**src/rtl/logger_pkg.sv**
```systemverilog
// Shared width helpers and the FIFO entry layout for the multi-channel averaging logger.
package logger_pkg;

   localparam int DEF_DATA_W   = 8;
   localparam int DEF_NUM_CH   = 4;
   localparam int DEF_AVG_LOG2 = 2;
   localparam int DEF_DEPTH    = 16;

   // Index width for n items; never narrower than one bit.
   function automatic int idx_width(input int n);
      return (n <= 2) ? 1 : $clog2(n);
   endfunction

   // The sample counter keeps one bit even when averaging is disabled.
   function automatic int cnt_width(input int avg_log2);
      return (avg_log2 > 0) ? avg_log2 : 1;
   endfunction

   localparam int DEF_CH_W    = idx_width(DEF_NUM_CH);
   localparam int DEF_COUNT_W = idx_width(DEF_DEPTH) + 1;

   // FIFO entry: channel tag in the upper bits, averaged value below.
   typedef struct packed {
      logic [DEF_CH_W-1:0]   ch;
      logic [DEF_DATA_W-1:0] data;
   } entry_t;

endpackage

```
**src/rtl/logger_fifo.sv**
```systemverilog
// Synchronous FIFO with registered read port, registered status flags and a flush input.
module logger_fifo
   import logger_pkg::*;
#(
   parameter int WIDTH = 8,
   parameter int DEPTH = 16
) (
   input  logic                        clk,
   input  logic                        rst,
   input  logic                        clear,
   input  logic                        push,
   input  logic                        pop,
   input  logic [WIDTH-1:0]            din,
   output logic [WIDTH-1:0]            dout,
   output logic                        dout_valid,
   output logic                        full,
   output logic                        empty,
   output logic [idx_width(DEPTH):0]   count
);

   localparam int AW = idx_width(DEPTH);
   localparam logic [AW:0] DEPTH_V = (AW+1)'(DEPTH);

   logic [WIDTH-1:0] mem [DEPTH];

   logic [AW-1:0]    wr_ptr_q, wr_ptr_d;
   logic [AW-1:0]    rd_ptr_q, rd_ptr_d;
   logic [AW:0]      count_q, count_d;
   logic             empty_q, empty_d;
   logic             full_q, full_d;
   logic             valid_q, valid_d;
   logic [WIDTH-1:0] dout_q;
   logic             do_push, do_pop;

   // A pop while full frees the slot the simultaneous push lands in.
   assign do_pop  = pop && !empty_q && !clear;
   assign do_push = push && (!full_q || do_pop) && !clear;

   always_comb begin
      wr_ptr_d = wr_ptr_q;
      rd_ptr_d = rd_ptr_q;
      count_d  = count_q;
      valid_d  = 1'b0;
      if (clear) begin
         wr_ptr_d = '0;
         rd_ptr_d = '0;
         count_d  = '0;
      end else begin
         if (do_push) wr_ptr_d = wr_ptr_q + AW'(1);
         if (do_pop)  rd_ptr_d = rd_ptr_q + AW'(1);
         count_d = count_q + (AW+1)'(do_push) - (AW+1)'(do_pop);
         valid_d = do_pop;
      end
      empty_d = (count_d == '0);
      full_d  = (count_d == DEPTH_V);
   end

   always_ff @(posedge clk or posedge rst) begin
      if (rst) begin
         wr_ptr_q <= '0;
         rd_ptr_q <= '0;
         count_q  <= '0;
         empty_q  <= 1'b1;
         full_q   <= 1'b0;
         valid_q  <= 1'b0;
      end else begin
         wr_ptr_q <= wr_ptr_d;
         rd_ptr_q <= rd_ptr_d;
         count_q  <= count_d;
         empty_q  <= empty_d;
         full_q   <= full_d;
         valid_q  <= valid_d;
      end
   end

   always_ff @(posedge clk) begin
      if (do_push) mem[wr_ptr_q] <= din;
   end

   // Output register holds the last popped entry between pops.
   always_ff @(posedge clk or posedge rst) begin
      if (rst)         dout_q <= '0;
      else if (do_pop) dout_q <= mem[rd_ptr_q];
   end

   assign dout       = dout_q;
   assign dout_valid = valid_q;
   assign full       = full_q;
   assign empty      = empty_q;
   assign count      = count_q;

endmodule

```
**src/rtl/data_logger.sv**
```systemverilog
// Per-channel block averaging of tagged samples; each completed average is queued in a FIFO.
module data_logger
   import logger_pkg::*;
#(
   parameter int DATA_W   = 8,
   parameter int NUM_CH   = 4,
   parameter int AVG_LOG2 = 2,
   parameter int DEPTH    = 16
) (
   input  logic                        clk,
   input  logic                        rst,
   input  logic                        smp_valid,
   input  logic [idx_width(NUM_CH)-1:0] smp_ch,
   input  logic [DATA_W-1:0]           smp_data,
   input  logic                        clear,
   input  logic                        rd_en,
   output logic                        rd_valid,
   output logic [idx_width(NUM_CH)-1:0] rd_ch,
   output logic [DATA_W-1:0]           rd_data,
   output logic                        empty,
   output logic                        full,
   output logic [idx_width(DEPTH):0]   count,
   output logic                        overflow
);

   localparam int CH_W    = idx_width(NUM_CH);
   localparam int ACC_W   = DATA_W + AVG_LOG2;
   localparam int CNT_W   = cnt_width(AVG_LOG2);
   localparam int ENTRY_W = CH_W + DATA_W;
   localparam logic [CNT_W-1:0] CNT_LAST = CNT_W'((1 << AVG_LOG2) - 1);
   localparam logic [CH_W:0]    NUM_CH_V = (CH_W+1)'(NUM_CH);

   logic [NUM_CH*ACC_W-1:0] acc_flat;
   logic [NUM_CH*CNT_W-1:0] cnt_flat;
   logic [ACC_W-1:0]        acc_sel, sum, result_wide;
   logic [CNT_W-1:0]        cnt_sel;
   logic [DATA_W-1:0]       result;
   logic                    ch_ok, accept, last, push;
   logic                    overflow_q, overflow_d;
   logic                    fifo_full;
   logic [ENTRY_W-1:0]      fifo_dout;

   assign ch_ok  = ({1'b0, smp_ch} < NUM_CH_V);
   assign accept = smp_valid && ch_ok && !clear;

   always_comb begin
      acc_sel = '0;
      cnt_sel = '0;
      for (int i = 0; i < NUM_CH; i++) begin
         if (smp_ch == CH_W'(i)) begin
            acc_sel = acc_flat[i*ACC_W +: ACC_W];
            cnt_sel = cnt_flat[i*CNT_W +: CNT_W];
         end
      end
   end

   // The accumulator is wide enough that the full block sum cannot wrap.
   assign last        = (cnt_sel == CNT_LAST);
   assign push        = accept && last;
   assign sum         = acc_sel + ACC_W'(smp_data);
   assign result_wide = sum >> AVG_LOG2;
   assign result      = result_wide[DATA_W-1:0];

   generate
      for (genvar gi = 0; gi < NUM_CH; gi++) begin : g_ch
         logic [ACC_W-1:0] acc_q;
         logic [CNT_W-1:0] cnt_q;
         logic             sel;

         assign sel = accept && (smp_ch == CH_W'(gi));

         always_ff @(posedge clk or posedge rst) begin
            if (rst) begin
               acc_q <= '0;
               cnt_q <= '0;
            end else if (clear) begin
               acc_q <= '0;
               cnt_q <= '0;
            end else if (sel) begin
               if (last) begin
                  acc_q <= '0;
                  cnt_q <= '0;
               end else begin
                  acc_q <= sum;
                  cnt_q <= cnt_q + CNT_W'(1);
               end
            end
         end

         assign acc_flat[gi*ACC_W +: ACC_W] = acc_q;
         assign cnt_flat[gi*CNT_W +: CNT_W] = cnt_q;
      end
   endgenerate

   // A result is lost only when the FIFO is full and nothing leaves on that edge.
   always_comb begin
      overflow_d = overflow_q;
      if (clear)                             overflow_d = 1'b0;
      else if (push && fifo_full && !rd_en)  overflow_d = 1'b1;
   end

   always_ff @(posedge clk or posedge rst) begin
      if (rst) overflow_q <= 1'b0;
      else     overflow_q <= overflow_d;
   end

   logger_fifo #(
      .WIDTH (ENTRY_W),
      .DEPTH (DEPTH)
   ) u_fifo (
      .clk        (clk),
      .rst        (rst),
      .clear      (clear),
      .push       (push),
      .pop        (rd_en),
      .din        ({smp_ch, result}),
      .dout       (fifo_dout),
      .dout_valid (rd_valid),
      .full       (fifo_full),
      .empty      (empty),
      .count      (count)
   );

   assign full     = fifo_full;
   assign overflow = overflow_q;
   assign rd_ch    = fifo_dout[ENTRY_W-1 -: CH_W];
   assign rd_data  = fifo_dout[DATA_W-1:0];

endmodule

```
**config.mk**
```make
export PLATFORM = sky130hd
export DESIGN_NAME = data_logger
export DESIGN_NICKNAME = d
export VERILOG_FILES = /design/src/rtl/logger_pkg.sv /design/src/rtl/logger_fifo.sv /design/src/rtl/data_logger.sv
export SDC_FILE = /design/constraint.sdc
export NUM_CORES = 1
export LEC_CHECK = 0
export CAP_MARGIN = 20
export CORE_MARGIN = 2
export CORE_UTILIZATION = 55
export CTS_CLUSTER_SIZE = 10
export DETAILED_ROUTE_END_ITERATION = 16
export PLACE_DENSITY = 0.76
export RECOVER_POWER = 100
export SLEW_MARGIN = 25
export SYNTH_ARGS = -nofsm -noshare
export SYNTH_HDL_FRONTEND = slang
export SYNTH_SLANG_ARGS = --single-unit
```
**constraint.sdc**
```tcl
create_clock -name clk -period 3.1 [get_ports clk]
set_input_delay 0.775 -clock clk [delete_from_list [all_inputs] [get_ports clk]]
set_output_delay 0.775 -clock clk [all_outputs]
set_load 0.03 [all_outputs]
```
# After elaboration in Yosys (flattened, before gate mapping)

Memory sizes are Yosys's and may differ from the RTL's. A register that Yosys moved wholly into a read port is not among the register bits.
Index checks and enable logic that the tools add are counted.

Input port bits: 15
Memories kept: 1
Output and inout port bits: 19
Memory bits (writable): 160
Register bits after elaboration: 65

Add/sub/neg operators: 9
Reductions and logical operators: 26
Equality and inequality tests: 5
Multiplexer cells: 39

Memories:

| name       | depth | bits a word | read ports | clocked after Yosys merged registers in | write ports | RTL line          | RTL |
|---|---|---|---|---|---|---|---|
| u_fifo.mem | 16    | 10          | 1          | 1                                       | 1           | logger_fifo.sv:24 | `logic [WIDTH-1:0] mem [DEPTH];` |

Operators with widths:

| kind                                                                  | number |
|---|---|
| 10-bit 2-to-1 mux                                                     | 13 |
| 2-bit 2-to-1 mux                                                      | 16 |
| 4-bit 2-to-1 mux                                                      | 4 |
| 2-bit nonzero test                                                    | 7 |
| 1-bit logical AND                                                     | 12 |
| 10-bit by 8-bit adder with 10-bit output                              | 1 |
| 2-bit by 1-bit adder with 2-bit output, second input constant         | 4 |
| 4-bit by 1-bit adder with 4-bit output, second input constant         | 2 |
| 2-bit equality test, second input constant                            | 3 |
| 5-bit by 1-bit adder with 5-bit output                                | 1 |
| 5-bit equality test, second input constant                            | 1 |
| 5-bit zero test                                                       | 1 |
| 1-bit 2-to-1 mux                                                      | 5 |
| 5-bit 2-to-1 mux                                                      | 1 |
| 5-bit by 1-bit subtractor with 5-bit output                           | 1 |
| 1-bit zero test                                                       | 4 |
| 2-bit by 1-bit equality test with 1-bit output, second input constant | 1 |
| 2-bit zero test                                                       | 1 |
| 1-bit logical OR                                                      | 1 |

# Depth between registers and ports, before layout

Gate-level depths: netlist (run 1).

Depth after elaboration: 13
Mapped depth: 13
Depth with buffers taken out: 11

# Cells and area by module

Synthesis (run 1) repeated with hierarchy kept, for this count alone.

Cells, all modules: 625
Area total of the unflattened synthesis: 10058.4 um^2

By module, submodules not included:

| module      | cells each | instances | seq. area each (um^2) | area each (um^2) |
|---|---|---|---|---|
| logger_fifo | 385        | 1         | 5456.5                | 7428.4 |
| data_logger | 240        | 1         | 1226.2                | 2630.0 |

# Worst setup path after synthesis (run 1)

No wires, ideal clock.

Path type: input port to flip-flop
Start: in smp_ch[0]
End: mem u_fifo.mem[0][7] (netlist name), data pin
Cell stages on the path: 9
Setup slack: -0.766 ns
Arrival time: 3.550 ns
Buffers on the path: 3
Setup time: 0.316 ns
Cells stage by stage: buf_2 buf_1 buf_1 mux4_2 ha_1 o211ai_1 o211a_1 o31ai_1 xor2_1

Word-level cells in the longest chain between the ends: 6

RTL lines:

| item                                         | RTL line          | RTL |
|---|---|---|
| from (decl)                                  | data_logger.sv:13 | `input logic [idx_width(NUM_CH)-1:0] smp_ch,` |
| 2-bit zero test                              | data_logger.sv:50 | `if (smp_ch == CH_W'(i)) begin` |
| 10-bit 2-to-1 mux (3 in a row)               | data_logger.sv:50 |  |
| 10-bit 2-to-1 mux (*)                        | data_logger.sv:50 |  |
| 10-bit by 8-bit adder with 10-bit output (*) | data_logger.sv:60 | `assign sum = acc_sel + ACC_W'(smp_data);` |
| named net sum[9]                             | data_logger.sv:35 | `logic [ACC_W-1:0] acc_sel, sum, result_wide;` |
| to (decl)                                    | logger_fifo.sv:24 |  |

The timed path passes the listed nets; every way through them passes the cells marked *.

# Worst setup path in the final report (run 1)

Start: in smp_ch[1]
End: reg g_ch[0].acc_q[6]

Word-level cells in the longest chain between the ends: 9

RTL lines:

| item                                                                            | RTL line                             | RTL |
|---|---|---|
| 2-bit zero test                                                                 | data_logger.sv:50, data_logger.sv:70 |  |
| 10-bit 2-to-1 mux or 2-bit 2-to-1 mux (tied branches) (4 in a row)              | data_logger.sv:50                    |  |
| 10-bit by 8-bit adder with 10-bit output or 2-bit equality test (tied branches) | data_logger.sv:60, data_logger.sv:58 |  |
| 10-bit 2-to-1 mux                                                               | data_logger.sv:80                    | `if (last) begin` |
| 10-bit 2-to-1 mux                                                               | data_logger.sv:79                    | `end else if (sel) begin` |
| 10-bit 2-to-1 mux                                                               | data_logger.sv:76                    | `end else if (clear) begin` |
| to (signal assigned)                                                            | data_logger.sv:84                    | `acc_q <= sum;` |
| to (decl)                                                                       | data_logger.sv:66                    | `logic [ACC_W-1:0] acc_q;` |

Several ways; a longest one is shown, not always the timed one. The select of a mux whose other input is x is not followed.
A chain may end at the register's enable or synchronous reset.

==> results.py, run 1 <==
metrics = {
    "synthesis": {
        "synth-seq-cells": 235,
        "syn_nets": 671,
        "synthCells": 636,
        "synthMuxAreaShare_pct": 14.8,
        "synth_flop_cell": "edfxtp_1",
        "synthAdderAreaFrac_pct": 2.63,
        "synth_top_family_by_area": "multiplexers",
        "yosys_warnings": 0,
        "yosysSeqAreaShare_pct": 66.3,
        "syn_area_um2": 10100,
        "synth-xor-area-share_pct": 1.74,
        "ys_async_sr_fraction_pct": 31.9,
        "yosys.area_share.simple_pct": 7.65,
        "synth_compound_area_share_pct": 4.63,
        "avgSynthCellArea_um2": 15.8,
        "ys_types": 42,
        "synth_edf_count": 160,
    },
    "sta": {
        "finalWorstSetupSlack_ps": 6.12,
        "drv_slew": 40,
        "finalSetupTns_ps": 0,
        "setup_viol": 0,
        "relSlewSlack_pct": -34.0,
        "hold_viol": 0,
        "finalCritPeriodShare_pct": 99.8,
        "hold_ws_ps": 500,
        "min_period_ps": 3090,
        "max_freq_mhz": 323,
        "worstMarginPinSlew_ps": 2010,
        "finClkSkew_ps": 7.79,
    },
    "grt": {
        "grt_pass1_vias": 6473,
        "overflow": 0,
        "grt_pass1_wl_um": 36500,
        "antenna_found_initial": 0,
        "grt_max_degree": 44,
        "track_usage_pct": 24.7,
    },
    "detailed_routing": {
        "wl_um": 24000,
        "drt_iter0_markers": 675,
        "drc": 0,
        "routedWlPerCell_um": 24.1,
        "via_per_inst": 6.17,
        "first_pass_iters": 6,
        "route.vias.total": 6132,
        "ant_nets": 0,
    },
    "hold_path": {
        "worstHoldStart": "g_ch[1].acc_q[8]",
        "hp-class": "flip-flop to flip-flop",
        "hold_depth": 2,
    },
    "setup_path": {
        "crit-reg2reg-launch": "g_ch[3].acc_q[0]",
        "cpMaxStageDelayCell": "mux4_2",
        "crit_arrival_ps": 3500,
        "crit_fanout": 7,
        "start_kind": "primary input",
        "end_kind": "flip-flop",
        "crit_type": "primary input to flip-flop",
        "rrSetupSlack_ps": 120,
        "startpoint": "smp_ch[1]",
        "crit_required_ps": 3510,
        "slowest_delay_ps": 540,
        "r2r_cells": 10,
        "crit_chain": "dlygate4sd2_1, buf_12, mux4_2, fa_2, a21o_1, a21o_1, a2111oi_4, a211oi_4, buf_4, buf_4, o21ai_0",
    },
    "cts": {
        "hold_buffers": 0,
        "cts_buffer_depth": 3,
        "clk_pin_slew_ps": 60,
        "root_buffer": "clkbuf_16",
        "h-tree-depth": 1,
        "clock-sinks": 235,
        "numCtsBuffers": 27,
        "clk_latency_ps": 520,
        "cts_tree": "yes",
    },
    "final_layout": {
        "layout_commonest_cell": "edfxtp_1",
        "utilization_pct": 66.7,
        "drive_above_1_share_pct": 24.1,
        "fin_area_um2": 12000,
        "final_cell_mix": "edfxtp_1, dfrtp_1, nand2_1, mux4_2",
        "n_antenna_cell": 0,
        "nNetsFinal": 782,
        "stdcell_count": 994,
        "syn2layout_area_growth_pct": 19.0,
    },
    "placement": {
        "hpwl_um": 15000,
        "io_buffer_count": 33,
        "place_area_um2": 11400,
        "gp_congestion": 0.859,
        "place_worst_setup_slack_ps": -849,
        "place_inst": 933,
    },
    "floorplan": {
        "rows": 49,
        "fp.dieW_um": 139,
        "core-area_um2": 18000,
        "die_h_um": 139,
        "dieArea_um2": 19400,
        "start_util_pct": 56.1,
        "pin_count": 34,
    },
    "power_and_ir_drop": {
        "peakVddDrop_mv": 0.553,
        "powerDensity_nw_per_um2": 665,
        "power_mw": 7.98,
        "power_leakage_nw": 4.43,
    },
    "outcome": {
        "status": "finished with violations",
        "violations": "max-capacitance violations, max-slew violations",
    },
    "job": {
        "cap_violations": 1,
    },
}
-- registers in the layout (all words and copies together) (netlist names) --
name,flops
u_fifo.mem,160
g_ch.acc_q,40
u_fifo.dout,10
g_ch.cnt_q,8
u_fifo.count,5
u_fifo.rd_ptr_q,4
u_fifo.wr_ptr_q,4
overflow,1
u_fifo.dout_valid,1
u_fifo.empty,1
u_fifo.full,1
-- kinds of logic (layout without fill, tap and decap cells) --
| family | after synthesis | after routing |
|---|---|---|
| compound gates | 77 | 77 |
| xor+xnor | 20 | 21 |
| fa+ha+maj | 20 | 20 |
| buf+inv | 50 | 178 |
| flops | 235 | 235 |
| mux | 71 | 71 |
| simple gates | 163 | 163 |
-- critical path: cells and delay by family --
family / cells / cell delay, ps
AOI/OAI and AO/OA: 5 / 1150
buffers and inverters: 4 / 660
muxes: 1 / 540
adders and majority gates: 1 / 360
-- final cells by class --
class                           count  area (um2)
Timing Repair inverter              1        7.51
Sequential cell                   235        6680
Inverter                           17        63.8
Timing Repair Buffer              113         865
Clock buffer                       47         771
Multi-Input combinational cell    352        3310
Tap cell                          229         287
Fill cell                        1196        5970
-- synth_stat cells, drive strengths merged (6+ instances only) --
cell type    n  area, um2
edfxtp     160       4800
dfrtp       74       1850
nand2       66        248
mux4        61       1370
a21oi       38        190
nor2        29        109
ha          18        225
buf         17        101
inv         17       63.8
clkbuf      16       60.1
nand3       16       80.1
and2        14       87.6
xor2        12        105
mux2        10        113
o21ai       10       50.1
a21o         8       60.1
and3         8       50.1
xnor2        8       70.1
nor3         6       30.0
o31ai        6       45.0
-- report_power, final --
| group | switching (mW) | leakage [nW] | internal, mW |
|---|---|---|---|
| Clock | 1.13 | 0.368 | 1.66 |
| Sequential | 0.101 | 2.45 | 3.53 |
| Combinational | 0.826 | 1.61 | 0.722 |
-- path summary, 6_finish.rpt --
| kind | end |
|---|---|
| max | g_ch[0].acc_q[6] |
| min | g_ch[1].acc_q[8] |
| max reg2reg | g_ch[0].acc_q[6] |
| min reg2reg | g_ch[1].acc_q[8] |
| max in group asynchronous | g_ch[3].acc_q[1] |
| min in group asynchronous | u_fifo.count[2] |
-- routing by layer --
metal | part of all wire (%) | GRT usage, %
met5 | 0 | 0
met4 | 3.0 | 8.77
met3 | 6.5 | 3.23
met2 | 52 | 43.0
met1 | 38 | 32.3
-- timing repair --
action                                  4_1_cts  5_1_grt
pin swaps                                     6        2
buffers inserted                             10        2
endpoints found under the setup margin       85        8
cloned                                        2        0
gates resized for setup                      13        2
endpoints found under the hold margin         0        0
(Power assumes the default switching activity.)
==> run 2, diff against run 1 <==
--- a/config.mk
+++ b/config.mk
@@ -5,6 +5,7 @@
 export SDC_FILE = /design/constraint.sdc
 export NUM_CORES = 1
 export LEC_CHECK = 0
+export ABC_AREA = 1
 export CAP_MARGIN = 20
 export CORE_MARGIN = 2
 export CORE_UTILIZATION = 55
==> run 2 against run 1 <==
The flow still finishes with violations (max-capacitance violations, max-slew violations). Worst hold slack lost 31 ps. Clock power is essentially flat. Utilization shrank 0.060 points. Sequential power grew 10%. Wire length grew 5.3%. Highest routed layer unchanged.
==> results.py, run 2 <==
metrics = {
    "outcome": {
        "status": "finished with violations",
        "violations": "max-capacitance violations, max-slew violations",
    },
    "final_layout": {
        "utilization_pct": 66.7,
        "nNetsFinal": 1063,
        "layout_commonest_cell": "nand2_1",
        "final_cell_mix": "nand2_1, edfxtp_1, o21ai_0, nor2_1, dfrtp_1",
        "n_antenna_cell": 0,
        "largest_reg_flops": 160,
        "drive_above_1_share_pct": 12.4,
        "largest_register": "u_fifo.mem",
        "syn2layout_area_growth_pct": 18.4,
    },
    "power_and_ir_drop": {
        "p_clk_share_pct": 31.2,
        "switching_share_pct": 30.6,
        "peakVddDrop_mv": 0.652,
        "p_int_mw": 6.25,
        "combPwrFrac_pct": 24.2,
        "seq_power_share_pct": 44.6,
        "switchingPower_mw": 2.75,
        "power_leakage_nw": 4.80,
        "powerDensity_nw_per_um2": 749,
    },
    "sta": {
        "relSlewSlack_pct": -6.25,
        "setup_viol": 0,
        "hold_viol": 0,
        "hold_ws_ps": 469,
        "max_freq_mhz": 338,
        "drv_slew": 82,
        "worstMarginPinSlew_ps": 1590,
        "min_period_ps": 2960,
        "finClkSkew_ps": 5.76,
        "rsz0062_at_grt": "no",
        "finalCritPeriodShare_pct": 95.4,
    },
    "floorplan": {
        "dieArea_um2": 19600,
        "start_util_pct": 56.3,
        "die_h_um": 140,
        "core-area_um2": 18000,
        "rows": 49,
        "fp.dieW_um": 140,
        "pin_count": 34,
    },
    "detailed_routing": {
        "routedWlPerCell_um": 19.8,
        "ant_nets": 0,
        "first_pass_iters": 6,
        "via_per_inst": 5.91,
        "drt_iter0_markers": 660,
        "wl_um": 25200,
        "route.vias.total": 7536,
        "drc": 0,
    },
    "synthesis": {
        "ys_async_sr_fraction_pct": 31.9,
        "yosysMostFrequentCell": "nand2_1",
        "yosys_warnings": 0,
        "synth_top_area_share_pct": 47.3,
        "synth_flop_cell": "edfxtp_1",
        "synth.largest_area_cell": "edfxtp_1",
        "synth.area.top_cells": "edfxtp_1, dfrtp_1, o21ai_0",
        "synthCells": 921,
        "syn_area_um2": 10100,
        "avgSynthCellArea_um2": 11.0,
        "ys_types": 40,
        "yosysSeqAreaShare_pct": 65.8,
        "synthTopCellsByCount": "nand2_1, edfxtp_1, o21ai_0",
        "synth_edf_count": 160,
        "syn_nets": 956,
        "synth-seq-cells": 235,
    },
    "setup_path": {
        "end_kind": "flip-flop",
        "start_kind": "primary input",
        "reg2reg_to": "u_fifo.dout[5]",
        "crit_required_ps": 3380,
        "crit_fanout": 16,
        "crit_type": "primary input to flip-flop",
        "crit_arrival_ps": 3230,
        "crit-reg2reg-launch": "u_fifo.rd_ptr_q[0]",
        "r2r_cells": 7,
        "rrSetupSlack_ps": 500,
    },
    "hold_path": {
        "hold_depth": 2,
        "worstHoldStart": "u_fifo.dout[5]",
        "worst_hold_path.endpoint": "u_fifo.dout[5]",
        "hp-class": "flip-flop to flip-flop",
    },
    "cts": {
        "clk_pin_slew_ps": 50,
        "root_buffer": "clkbuf_16",
        "clk_latency_ps": 540,
        "cts_buffer_depth": 3,
        "h-tree-depth": 1,
        "cts_setup_buffers": 0,
        "numCtsBuffers": 27,
        "hold_buffers": 0,
        "clock-sinks": 235,
        "cts_tree": "yes",
    },
    "placement": {
        "gp_congestion": 0.931,
        "hpwl_um": 15500,
        "io_buffer_count": 33,
    },
    "grt": {
        "track_usage_pct": 26.2,
        "grt_max_degree": 82,
        "grt_pass1_vias": 7684,
        "grt_pass1_wl_um": 40000,
        "antenna_found_initial": 0,
        "overflow": 0,
    },
    "job": {
        "cap_violations": 1,
    },
}
run 2: repair_timing:
| action | in CTS | in global routing |
|---|---|---|
| endpoints found under the setup margin | 0 | 58 |
| gates resized for setup | 0 | 8 |
| endpoints found under the hold margin | 0 | 0 |
run 2: logic make-up (layout without fill, tap and decap cells):
logic type                 count (synthesis)  count (layout)  synth area share (%)
buffers and inverters                    103             229                  4.18
and+or+nand+nor                          351             351                  14.7
muxes                                      1               1                0.0986
AOI/OAI and AO/OA                        200             200                  11.6
adders and majority gates                 20              20                  2.61
DFF                                      235             235                  65.8
xor gates and xnor gates                  11              11                 0.949
run 2: how the worst max path moves through the flow:
stage,start,endpoint,depth (start not counted)
after detailed placement,smp_ch[0],u_fifo.mem[15][6],16
final,smp_ch[0],u_fifo.mem[3][2],14
after CTS,smp_ch[0],u_fifo.mem[3][6],16
after floorplan,smp_ch[1],g_ch[0].acc_q[3],14
after global placement,smp_ch[0],u_fifo.mem[12][7],16
after global routing,smp_ch[0],u_fifo.mem[10][9],15
run 2: critical path, cell delays in order:
cell	delay [ps]
clkdlybuf4s50_1	460
buf_4	180
inv_4	80
nand2_4	70
inv_2	40
a221oi_1	240
o21ai_1	100
ha_1	220
fa_2	370
nand3_1	80
nand2_1	90
xnor2_1	220
inv_1	90
buf_4	200
run 2: metal layers:
layer  up-vias  part of all wire [%]  GRT usage [%]
met3        70                   7.8           3.96
met5         -                     0              0
met1      3646                    39           32.9
li1       3448                     -              -
met2       372                    49           45.2
met4         0                   3.7           11.4
run 2: cell type report:
| cell class | instances | area (um2) |
|---|---|---|
| inverters | 60 | 229 |
| repair buffers | 121 | 993 |
| well taps | 229 | 287 |
| clock buffers | 46 | 747 |
| fillers | 1324 | 6010 |
| multi-input cells | 583 | 3050 |
| flip-flops and latches | 235 | 6680 |
| clock inverters | 2 | 25.0 |
run 2: metrics by stage:
stage	power, mW	instance area, um2	cells	worst slack (ps)	TNS, ps
6_report	9.00	12000	1276	144	0
4_1_cts	9.10	12200	1276	124	0
3_3_place_gp	6.24	11500	1228	-344	-40890
5_1_grt	9.40	12000	1276	2.83	0
3_5_place_dp	6.30	11500	1228	-397	-51760
2_1_floorplan	5.37	10200	921	-14.9	-111
run 2: power by group through the flow:
| stage | logic (mW) | registers (mW) | clock network (mW) |
|---|---|---|---|
| 2_1_floorplan | 1.13 | 4.24 | 0 |
| 3_3_place_gp | 2.17 | 4.07 | 0 |
| 3_5_place_dp | 2.23 | 4.07 | 0 |
| 4_1_cts | 2.25 | 4.02 | 2.83 |
| 5_1_grt | 2.40 | 4.04 | 2.96 |
| 6_report | 2.18 | 4.01 | 2.81 |
